===== config.mk =====
export PLATFORM = sky130hd
export DESIGN_NAME = pilha_param
export DESIGN_NICKNAME = d
export VERILOG_FILES = /design/src/rtl/pilha_pkg.sv /design/src/rtl/pilha_mem.sv /design/src/rtl/pilha_param.sv
export SDC_FILE = /design/constraint.sdc
export NUM_CORES = 1
export LEC_CHECK = 0
export BUFFER_PORTS_ARGS = -buffer_cell sky130_fd_sc_hd__buf_2
export CAP_MARGIN = 40
export CORE_ASPECT_RATIO = 1.5
export CORE_MARGIN = 3
export CORE_UTILIZATION = 57
export CTS_CLUSTER_DIAMETER = 200
export DETAILED_ROUTE_END_ITERATION = 12
export PLACE_DENSITY_LB_ADDON = 0.12
export SLEW_MARGIN = 20
export SYNTH_ARGS = -nofsm -noshare
export SYNTH_HDL_FRONTEND = slang
export SYNTH_HIERARCHICAL = 1
export SYNTH_SLANG_ARGS = --single-unit

===== constraint.sdc =====
create_clock -name clk -period 7.2 [get_ports clk]
set_input_delay 1.44 -clock clk [delete_from_list [all_inputs] [get_ports clk]]
set_output_delay 1.44 -clock clk [all_outputs]
set_load 0.1 [all_outputs]

===== src/rtl/pilha_pkg.sv =====
// Shared constants for the parameterised LIFO stack.
// Default geometry and write-source select encodings.
package pilha_pkg;

    localparam int DEF_WIDTH = 16;
    localparam int DEF_DEPTH = 16;

    localparam logic SRC_UC  = 1'b0;
    localparam logic SRC_ULA = 1'b1;

    typedef enum logic [2:0] {
        OP_IDLE,
        OP_PUSH,
        OP_POP,
        OP_REPL,
        OP_PUSH_UDF,
        OP_OVF,
        OP_UDF
    } pilha_op_e;

endpackage


===== src/rtl/pilha_mem.sv =====
// Stack storage: register array with a synchronous write port
// and a combinational read port.
module pilha_mem
    import pilha_pkg::*;
#(
    parameter int WIDTH = DEF_WIDTH,
    parameter int DEPTH = DEF_DEPTH,
    parameter int IDX_W = $clog2(DEPTH)
) (
    input  logic             clk,
    input  logic             i_we,
    input  logic [IDX_W-1:0] i_waddr,
    input  logic [WIDTH-1:0] i_wdata,
    input  logic [IDX_W-1:0] i_raddr,
    output logic [WIDTH-1:0] o_rdata
);

    logic [WIDTH-1:0] r_mem [DEPTH];

    always_ff @(posedge clk) begin
        if (i_we) begin
            r_mem[i_waddr] <= i_wdata;
        end
    end

    assign o_rdata = r_mem[i_raddr];

endmodule


===== src/rtl/pilha_param.sv =====
// LIFO stack control: occupancy pointer, sticky error flags
// and the registered pop output.
module pilha_param
    import pilha_pkg::*;
#(
    parameter int WIDTH = DEF_WIDTH,
    parameter int DEPTH = DEF_DEPTH,
    parameter int IDX_W = $clog2(DEPTH)
) (
    input  logic               clk,
    input  logic               rst,
    input  logic               push,
    input  logic               pop,
    input  logic               src_sel,
    input  logic [WIDTH-1:0]   din_uc,
    input  logic [2*WIDTH-1:0] din_ula,
    input  logic               clr_err,
    output logic [WIDTH-1:0]   dout,
    output logic               dout_valid,
    output logic [IDX_W:0]     tos,
    output logic               full,
    output logic               empty,
    output logic               ovf,
    output logic               udf
);

    localparam logic [IDX_W:0] TOS_MAX = (IDX_W+1)'(DEPTH);
    localparam logic [IDX_W:0] TOS_ONE = (IDX_W+1)'(1);

    logic [IDX_W:0]   r_tos;
    logic [WIDTH-1:0] r_dout;
    logic             r_dout_valid;
    logic             r_ovf;
    logic             r_udf;

    logic             w_full;
    logic             w_empty;
    logic [WIDTH-1:0] w_wdata;
    logic [WIDTH-1:0] w_rdata;
    logic [IDX_W-1:0] w_top;
    logic [IDX_W-1:0] w_waddr;
    logic             w_we;
    logic             w_take;
    logic             w_ovf_set;
    logic             w_udf_set;
    logic [IDX_W:0]   w_tos_nxt;
    pilha_op_e        w_op;

    assign w_full  = (r_tos == TOS_MAX);
    assign w_empty = (r_tos == '0);

    assign w_wdata = (src_sel == SRC_ULA) ? din_ula[WIDTH-1:0] : din_uc;

    // Low bits wrap to DEPTH-1 when full, which is exactly the top slot.
    assign w_top = r_tos[IDX_W-1:0] - IDX_W'(1);

    always_comb begin
        w_op = OP_IDLE;
        unique case (1'b1)
            (push &  pop & ~w_empty): w_op = OP_REPL;
            (push &  pop &  w_empty): w_op = OP_PUSH_UDF;
            (push & ~pop & ~w_full):  w_op = OP_PUSH;
            (push & ~pop &  w_full):  w_op = OP_OVF;
            (~push & pop & ~w_empty): w_op = OP_POP;
            (~push & pop &  w_empty): w_op = OP_UDF;
            default:                  w_op = OP_IDLE;
        endcase
    end

    always_comb begin
        w_we      = 1'b0;
        w_waddr   = r_tos[IDX_W-1:0];
        w_take    = 1'b0;
        w_ovf_set = 1'b0;
        w_udf_set = 1'b0;
        w_tos_nxt = r_tos;
        unique case (w_op)
            OP_PUSH: begin
                w_we      = 1'b1;
                w_tos_nxt = r_tos + TOS_ONE;
            end
            OP_PUSH_UDF: begin
                w_we      = 1'b1;
                w_udf_set = 1'b1;
                w_tos_nxt = r_tos + TOS_ONE;
            end
            OP_REPL: begin
                w_we    = 1'b1;
                w_waddr = w_top;
                w_take  = 1'b1;
            end
            OP_POP: begin
                w_take    = 1'b1;
                w_tos_nxt = r_tos - TOS_ONE;
            end
            OP_OVF:  w_ovf_set = 1'b1;
            OP_UDF:  w_udf_set = 1'b1;
            default: ;
        endcase
    end

    pilha_mem #(
        .WIDTH (WIDTH),
        .DEPTH (DEPTH),
        .IDX_W (IDX_W)
    ) u_mem (
        .clk     (clk),
        .i_we    (w_we & ~rst),
        .i_waddr (w_waddr),
        .i_wdata (w_wdata),
        .i_raddr (w_top),
        .o_rdata (w_rdata)
    );

    always_ff @(posedge clk) begin
        if (rst) begin
            r_tos        <= '0;
            r_dout       <= '0;
            r_dout_valid <= 1'b0;
            r_ovf        <= 1'b0;
            r_udf        <= 1'b0;
        end else begin
            r_tos        <= w_tos_nxt;
            r_dout_valid <= w_take;
            if (w_take) begin
                r_dout <= w_rdata;
            end
            r_ovf <= w_ovf_set | (r_ovf & ~clr_err);
            r_udf <= w_udf_set | (r_udf & ~clr_err);
        end
    end

    assign tos        = r_tos;
    assign dout       = r_dout;
    assign dout_valid = r_dout_valid;
    assign full       = w_full;
    assign empty      = w_empty;
    assign ovf        = r_ovf;
    assign udf        = r_udf;

endmodule


Word level (Yosys, flattened, before mapping)
Memories as Yosys holds them, arrays and structs flattened. A register that Yosys moved wholly into a read port is not among the register bits.
Cells that the tools add are included.
W data, S select, Z words.
{ "word_totals": {"ram_bits": 256, "ff_bits": 8, "mem_count": 1} }
{ "classes": {"n_addsub": 3, "n_mux": 10, "n_bitwise": 20, "n_reduce_logical": 6, "eq_ne": 7} }
{ "memory_table": {"columns": ["name", "words", "width", "rd", "rd_ports_with_merged_regs", "write_ports", "line_no", "source"], "rows": [
  ["u_mem.r_mem", 16, 16, 1, 1, 1, "pilha_mem.sv:18", "logic [WIDTH-1:0] r_mem [DEPTH];"]
]} }
{ "ops": {"columns": ["cell", "n"], "rows": [
  ["$pmux W3 S6", 1],
  ["$mux W16", 1],
  ["$and A1 B1 Y1", 12],
  ["$pmux W5 S2", 1],
  ["$eq A3 B3 Y1 const B", 3],
  ["$eq A3 B2 Y1 const B", 2],
  ["$mux W1", 6],
  ["$not A1 Y1", 6],
  ["$reduce_or A2 Y1", 3],
  ["$add A5 B1 Y5 const B", 1],
  ["$eq A5 B5 Y1 const B", 1],
  ["$logic_not A5 Y1", 1],
  ["$sub A5 B1 Y5 const B", 1],
  ["$mux W4", 1],
  ["$sub A4 B1 Y4 const B", 1],
  ["$eq A3 B1 Y1 const B", 1],
  ["$reduce_or A3 Y1", 1],
  ["$or A1 B1 Y1", 2],
  ["$reduce_bool A2 Y1", 1]
]} }

Longest topological paths before layout
Gate-level depths: netlist of the first run.
{ "logic_depth": {"ltp_word": 10, "depth_mapped": 10, "mapped_depth_nobuf": 10} }

By module
The synthesis of the first run kept the hierarchy.
{ "by_module_without_submodules": {"columns": ["mod", "cells_per_inst", "area_per_inst_um2", "instances"], "rows": [
  ["pilha_mem", 416, 9723.1, 1],
  ["pilha_param", 158, 1382.6, 1]
]} }

Worst setup path before layout of the first run
Ideal clock, no wire load.
{ "synth_path": {"kind": "register to register", "from": "reg r_tos[0], in the netlist tos[0]", "to": "mem u_mem/r_mem[0][0] in the netlist's numbering (enable)", "stages_incl_launch_ff": 9, "slack_ns": 2.239, "period_less_slack_ns": 4.961, "t_arrival_ns": 4.552, "required_time_ns": 6.791, "path_cell_list": "dfxtp_1 -> inv_1 -> ha_1 -> nor3b_4 -> and2_1 -> nor2b_1 -> nor3b_1 -> or3b_2 -> nor3_1"} }
{ "synth_via": {"elab_cells_between_ends": 21} }
{ "synth_rtl": {"columns": ["item", "line_no", "source"], "rows": [
  ["start: declaration", "pilha_param.sv:30", "logic [IDX_W:0] r_tos;"],
  ["start signal: assignment", "pilha_param.sv:123", "r_tos <= w_tos_nxt;"],
  ["$sub A4 B1 Y4", "pilha_param.sv:55", "assign w_top = r_tos[IDX_W-1:0] - IDX_W'(1);"],
  ["named net w_top[0]", "pilha_param.sv:40", "logic [IDX_W-1:0] w_top;"],
  ["$mux W4", "pilha_param.sv:77", "unique case (w_op)"],
  ["end: declaration", "pilha_mem.sv:18", null]
]} }
The timed path passes the listed nets, and every way through them passes these cells.

Worst setup path after layout of the first run
{ "layout_path": {"from": "reg r_tos[0], in the netlist tos[0]", "to": "mem u_mem/r_mem[15][14] in the netlist's numbering (enable)"} }
Same word-level chain as after synthesis.

==> results of run 1 <==
## cell families after synthesis
kind of cell | synth area share [%]
multiplexers | 15.2
AO/OA/AOI/OAI | 3.63
AND/OR/NAND/NOR | 4.34
XOR/XNOR | 0.710
flip-flops | 73.5
buffers and inverters | 1.83
adder cells (fa/ha/maj) | 0.744
## per-stage QoR
step | hold slack (ps) | std cells
floorplan | 779 | 574
global placement | 440 | 871
detailed placement | 446 | 880
CTS | 456 | 924
global route | 482 | 924
finish | 452 | 924
## area by class of cell
type                       instances  area share (%)
clock buffer                      28            5.01
clock inverter                    16            1.84
inverter                           4           0.148
multi-input combinational        258            21.8
sequential                       280            64.3
tap                              252            2.48
timing repair buffer              86            4.41
## metal layers
metal / global-route usage (%) / vias up / wire (um)
met5: 0 / - / 0
met4: 4.92 / 0 / 375
met3: 2.69 / 27 / 1330
met2: 35.5 / 186 / 11200
met1: 30.8 / 2886 / 8870
li1: - / 2467 / -
## worst paths after layout
kind	start	end	cells after the start
worst max register to register	tos[0]$_SDFFE_PP0P_	u_mem/r_mem[15][14]$_DFFE_PP_	10
worst min-delay path	dout[12]$_SDFFE_PP0P_	dout[12]$_SDFFE_PP0P_	2
worst min register to register	dout[12]$_SDFFE_PP0P_	dout[12]$_SDFFE_PP0P_	2
worst max-delay path	tos[0]$_SDFFE_PP0P_	u_mem/r_mem[15][14]$_DFFE_PP_	10
## placed cells by master, fill, tap and decap left out, types with 2 or more instances in the layout
cell	instances
clkbuf_16	25
mux4_2	54
a21o_1	4
dfxtp_1	24
buf_2	63
nand3b_1	2
mux2_1	6
nor2_2	9
clkbuf_1	3
nand3_1	4
edfxtp_1	256
buf_8	6
xnor2_1	7
inv_1	2
buf_6	2
mux2_2	10
mux4_1	10
bufinv_16	6
xor2_1	2
nor2_1	13
buf_4	14
mux2i_1	3
nor3_2	4
a21oi_1	21
nor3_1	2
nand2b_1	3
clkinv_1	2
nor2b_1	6
nand2_1	51
clkinv_2	7
and2_1	2
a22oi_1	32
ha_1	5
## state kept, by name, summed over array words and instances, names as in the netlist
signal / flops
u_mem/r_mem: 256
dout_valid: 1
tos: 5
udf: 1
ovf: 1
dout: 16
## power groups by stage
stage	Sequential, mW	Combinational [mW]	Clock, mW
2_1_floorplan	2.39	1.41	0
3_3_place_gp	2.02	2.26	0
3_5_place_dp	2.03	2.32	0
4_1_cts	1.99	2.34	1.43
5_1_grt	2.01	2.48	1.50
6_report	1.99	2.32	1.41
## worst max-delay path, stage by stage (launching register included)
cell and delay [ps]:
dfxtp_1 440, inv_4 360, ha_1 250, nor4b_4 340
nor2b_1 90, buf_4 210, nand2_1 140, mux2i_1 700
nand2_1 280, nor2_1 610, buf_4 330
==> out/qor.yml, run 1 <==
cts:
  cts_tree: "yes"
  clock_path_buffers: 3
  hold_buffers: 0
  numCtsBuffers: 25
  cts.sinks: 280
  cts.htree.levels: 1
  post_cts_buffers: 0
  clk-insertion-delay-late_ps: 510
  cts-root-buf: "clkbuf_16"
  path_clk_slew_ps: 60
  cts_resized: 0
floorplanning:
  fp.dieArea_mm2: 0.0212
  ios: 80
  coreArea_mm2: 0.0189
  chipHeight_um: 177
  initial_utilization_pct: 58.9
  die_x_um: 120
  floorplan.rows: 61
global_route:
  grt_pass1_wl_um: 34100
  gr-total-overflow: 0
  grt_pass1_vias: 5812
  antenna_found_initial: 0
  track_usage_pct: 21.3
  grt_max_degree: 36
worst_setup_path:
  path_class: "reg2reg"
  worstSetupStartpointType: "flop"
  worstSetupEndpointType: "flop"
  cp_data_required_time_ps: 7410
  crit_fanout: 21
  worst-r2r-setup-slack_ps: 3140
  arrival_ps: 4270
logic_synthesis:
  synth_area_mm2: 0.0111
  synthTopCellsByCount: "256 x edfxtp_1, 54 x mux4_2, 51 x nand2_1, 32 x a22oi_1, 24 x dfxtp_1"
  async_flop_share_pct: 0
  synthTopCellsByArea: "edfxtp_1 69%, mux4_2 11%, dfxtp_1 4.3%"
  synth_flop_cell: "edfxtp_1"
  yosysMostFrequentCell: "edfxtp_1"
  synth_warnings: 6
  syn_nets: 634
  synth.avg_cell_area_um2: 19.3
  synth_edf_count: 256
  syn_inst: 574
  synth_top_area_share_pct: 69.2
  ys_seq_elements: 280
  netlist.top_cell.by_area: "edfxtp_1"
  synth_cell_types: 36
  synth_seq_area_share_pct: 73.5
worst_hold_path:
  hold_class: "reg2reg"
final_layout:
  fillers: 1279
  finalNetCount: 715
  n_antenna_cell: 0
  regArea_mm2: 0.00817
  fin_area_mm2: 0.0127
  drive_gt1_share_pct: 31.1
  multi_input_area_mm2: 0.00278
  syn_to_final_growth_pct: 14.4
  final_util_pct: 67.4
sta:
  worst_slew_margin_rel_pct: 44.6
  finalSetupViolations: 0
  fin_crit_ps: 4060
  skew_ps: 6.18
  clock.fmax_ghz: 0.246
  setup_slack_ps: 3140
  finalSetupTns_ps: 0
  post-route-period-util_pct: 56.4
  worst_slew_pin_slew_ps: 808
  drv_slew: 0
  rsz0062_at_grt: "false"
  finalHoldViolCount: 0
power_and_ir_drop:
  cellPowerDensity_mw_per_mm2: 450
  clockPowerShare_pct: 24.6
  ir_drop_uv: 265
  net-switching-power_mw: 2.13
  swShare_pct: 37.3
  p_int_mw: 3.59
  sequentialPowerShare_pct: 34.8
  power_frac_comb_pct: 40.6
  power_leakage_nw: 4.35
  finalPower_mw: 5.72
drt:
  drt-vias-per-instance: 6.02
  dr.pass1.iters: 5
  antenna_left: 0
  wl_um: 21700
  remaining_drc_errors: 0
  post_drt_wl_per_cell_um: 23.5
  vias: 5566
  drtIter0Drc: 435
placement:
  dpl_cell_area_mm2: 0.0118
  place_ws_ps: 2930
  io_buffers: 63
  dpl.hpwl_um: 13600
  place.gp.congestion: 0.766
job:
  cap_viol_max_count: 0
status:
  status: "finished clean"
Power figures use the tool's default switching activity.
==> run 2, diff against run 1 <==
Settings changed: CORE_UTILIZATION 57 to 54.
Clock period 7.2 ns to 3.45 ns, I/O delays scaled along.
==> run 2 against run 1 <==
Compared with the run above:
- total power rose by 110%
- sequential power rose by 110%
- die area rose by 5.3%
- clock skew rose by 7.1 ps
- critical path depth fell by 2
- via count rose by 2.1%
- sequential share of layout area fell by 0.64 points
- core utilization fell by 3.2 points
- sequential cell count did not move
- setup slack got worse by 2800 ps
- routed wire length rose by 8.7%
- highest routed layer unchanged
==> out/qor.yml, run 2 (synthesis gave the netlist of run 1 again) <==
status:
  status: "finished clean"
drt:
  top_layer: "met4"
  post_drt_wl_per_cell_um: 25.3  # +7.6%
  antenna_left: 0  # unchanged
  route.met3.wl_um: 1360  # +2.0%
  remaining_drc_errors: 0  # unchanged
  wl_um: 23600  # +8.7%
  wl_met1_um: 9210  # +3.8%
  drt-vias-per-instance: 6.09  # +1.0%
  met2WireLength_um: 12500  # +12%
  drtIter0Drc: 587  # +35%
  dr.pass1.iters: 5  # unchanged
  vias: 5684  # +2.1%
worst_setup_path:
  crit_slowest_cell: "nor2_4"
  path_class: "reg2reg"
  critical_path_buf_inv_count: 1  # -2
  slowest_delay_ps: 740  # +40 ps
  arrival_ps: 3260  # -1010 ps
  cp_top_family: "simple AND/OR/NAND/NOR gates"
  worstSetupEndpointType: "flop"
  crit_fanout: 16  # -24%
  worstSetupStartpointType: "flop"
  cp_data_required_time_ps: 3600  # -3810 ps
  path_cells: "inv_4, ha_4, nor3b_4, and2_1, nor2b_1, nor3b_1, nand3_1, nor2_4"
final_layout:
  finalNetCount: 714  # -0.14%
  regMostFlops: "u_mem/r_mem"
  fillers: 1395  # +9.1%
  final_cell_mix: "256 x edfxtp_1, 63 x buf_2, 54 x mux4_2, 50 x nand2_1, 32 x a22oi_1"
  n_antenna_cell: 0  # unchanged
  syn_to_final_growth_pct: 15.8
  largest_register_ffs: 256  # unchanged
  layout_commonest_cell: "edfxtp_1"
  drive_gt1_share_pct: 33.5  # +2.4 points
global_route:
  track_usage_pct: 22.1  # +0.83 points
  gr-total-overflow: 0  # unchanged
  grt_pass1_vias: 6058  # +4.2%
  grt_max_degree: 66  # +83%
  antenna_found_initial: 0  # unchanged
  grt_pass1_wl_um: 36400  # +6.5%
sta:
  clock.fmax_ghz: 0.321  # +30%
  finalSetupTns_ps: 0  # unchanged
  rsz0062_at_grt: "false"
  worst_slew_margin_rel_pct: 49.1  # +4.5 points
  post-route-period-util_pct: 90.3  # +34 points
  drv_slew: 0  # unchanged
  timing.hold.ws_ps: 455  # +2.40 ps
  skew_ps: 13.2  # +7.05 ps
  finalSetupViolations: 0  # unchanged
  fin_crit_ps: 3110  # -943 ps
  worst_slew_pin_slew_ps: 762  # -45.7 ps
  finalHoldViolCount: 0  # unchanged
power_and_ir_drop:
  ir_drop_uv: 588  # +120%
  cellPowerDensity_mw_per_mm2: 942  # +110%
  power_leakage_nw: 4.36  # +0.16%
cts:
  hold_buffers: 0  # unchanged
  clock_path_buffers: 3  # unchanged
  cts_tree: "yes"
  cts.sinks: 280  # unchanged
  cts.htree.levels: 1  # unchanged
  path_clk_slew_ps: 70  # about the same
  numCtsBuffers: 26  # +4.0%
  cts_resized: 0  # unchanged
  post_cts_buffers: 0  # unchanged
  cts-root-buf: "clkbuf_16"
  clk-insertion-delay-late_ps: 530  # +20 ps
floorplanning:
  fp.dieArea_mm2: 0.0224  # +5.3%
  ios: 80  # unchanged
  initial_utilization_pct: 55.5  # -3.4 points
  die_x_um: 123  # +2.6%
  coreArea_mm2: 0.0200  # +6.2%
  floorplan.rows: 63  # +3.3%
  chipHeight_um: 182  # +2.6%
worst_hold_path:
  hold_class: "reg2reg"
placement:
  dpl.hpwl_um: 13600  # -0.32%
  io_buffers: 63  # unchanged
  place.gp.congestion: 0.741  # -3.3%
job:
  cap_viol_max_count: 0  # unchanged
-- run 2: worst register-to-register path: cells and delay by family (launching register included) --
family        cells  cell delay (ps)
flops             1              420
simple gates      6             2110
buf+inv           1               60
fa+ha+maj         1              160
-- run 2: stage by stage --
step	worst slack, ps	power (mW)	utilization, %	instances	cell area, um2
after floorplan	-262	8.17	-	574	11300
after global placement	402	9.29	59.9	885	12000
after detailed placement	318	9.37	60.0	886	12000
after CTS	296	12.2	64.2	934	12900
after global routing	63.7	12.7	64.2	934	12900
final	335	12.1	64.2	934	12900
-- run 2: path summary, 6_finish.rpt --
check                            start                           end  slack, ps  cells after the start
setup / recovery   tos[0]$_SDFFE_PP0P_  u_mem/r_mem[13][8]$_DFFE_PP_        340                      8
hold / removal    dout[5]$_SDFFE_PP0P_          dout[5]$_SDFFE_PP0P_        450                      2
setup reg to reg   tos[0]$_SDFFE_PP0P_  u_mem/r_mem[13][8]$_DFFE_PP_        340                      8
hold reg to reg   dout[5]$_SDFFE_PP0P_          dout[5]$_SDFFE_PP0P_        450                      2
-- run 2: layout make-up --
| type | count | area [um2] | area share [%] |
|---|---|---|---|
| tap | 260 | 325 | 2.53 |
| clock inverter | 15 | 164 | 1.27 |
| sequential | 280 | 8180 | 63.6 |
| clock buffer | 33 | 687 | 5.34 |
| multi-input combinational | 258 | 2940 | 22.9 |
| inverter | 4 | 20.0 | 0.156 |
| timing repair buffer | 84 | 539 | 4.19 |
-- run 2: routing by layer --
layer / up-vias / GRT usage [%]
met4: 0 / 5.99
met3: 44 / 2.90
met5: - / 0
met1: 2967 / 30.1
met2: 200 / 38.0
li1: 2473 / -
-- run 2: where the power goes --
group          switching [mW]  internal (mW)  leakage, nW
clock network            1.19           1.64        0.415
registers               0.145           4.04         2.51
logic                    3.29           1.81         1.44
total                    4.63           7.49         4.36
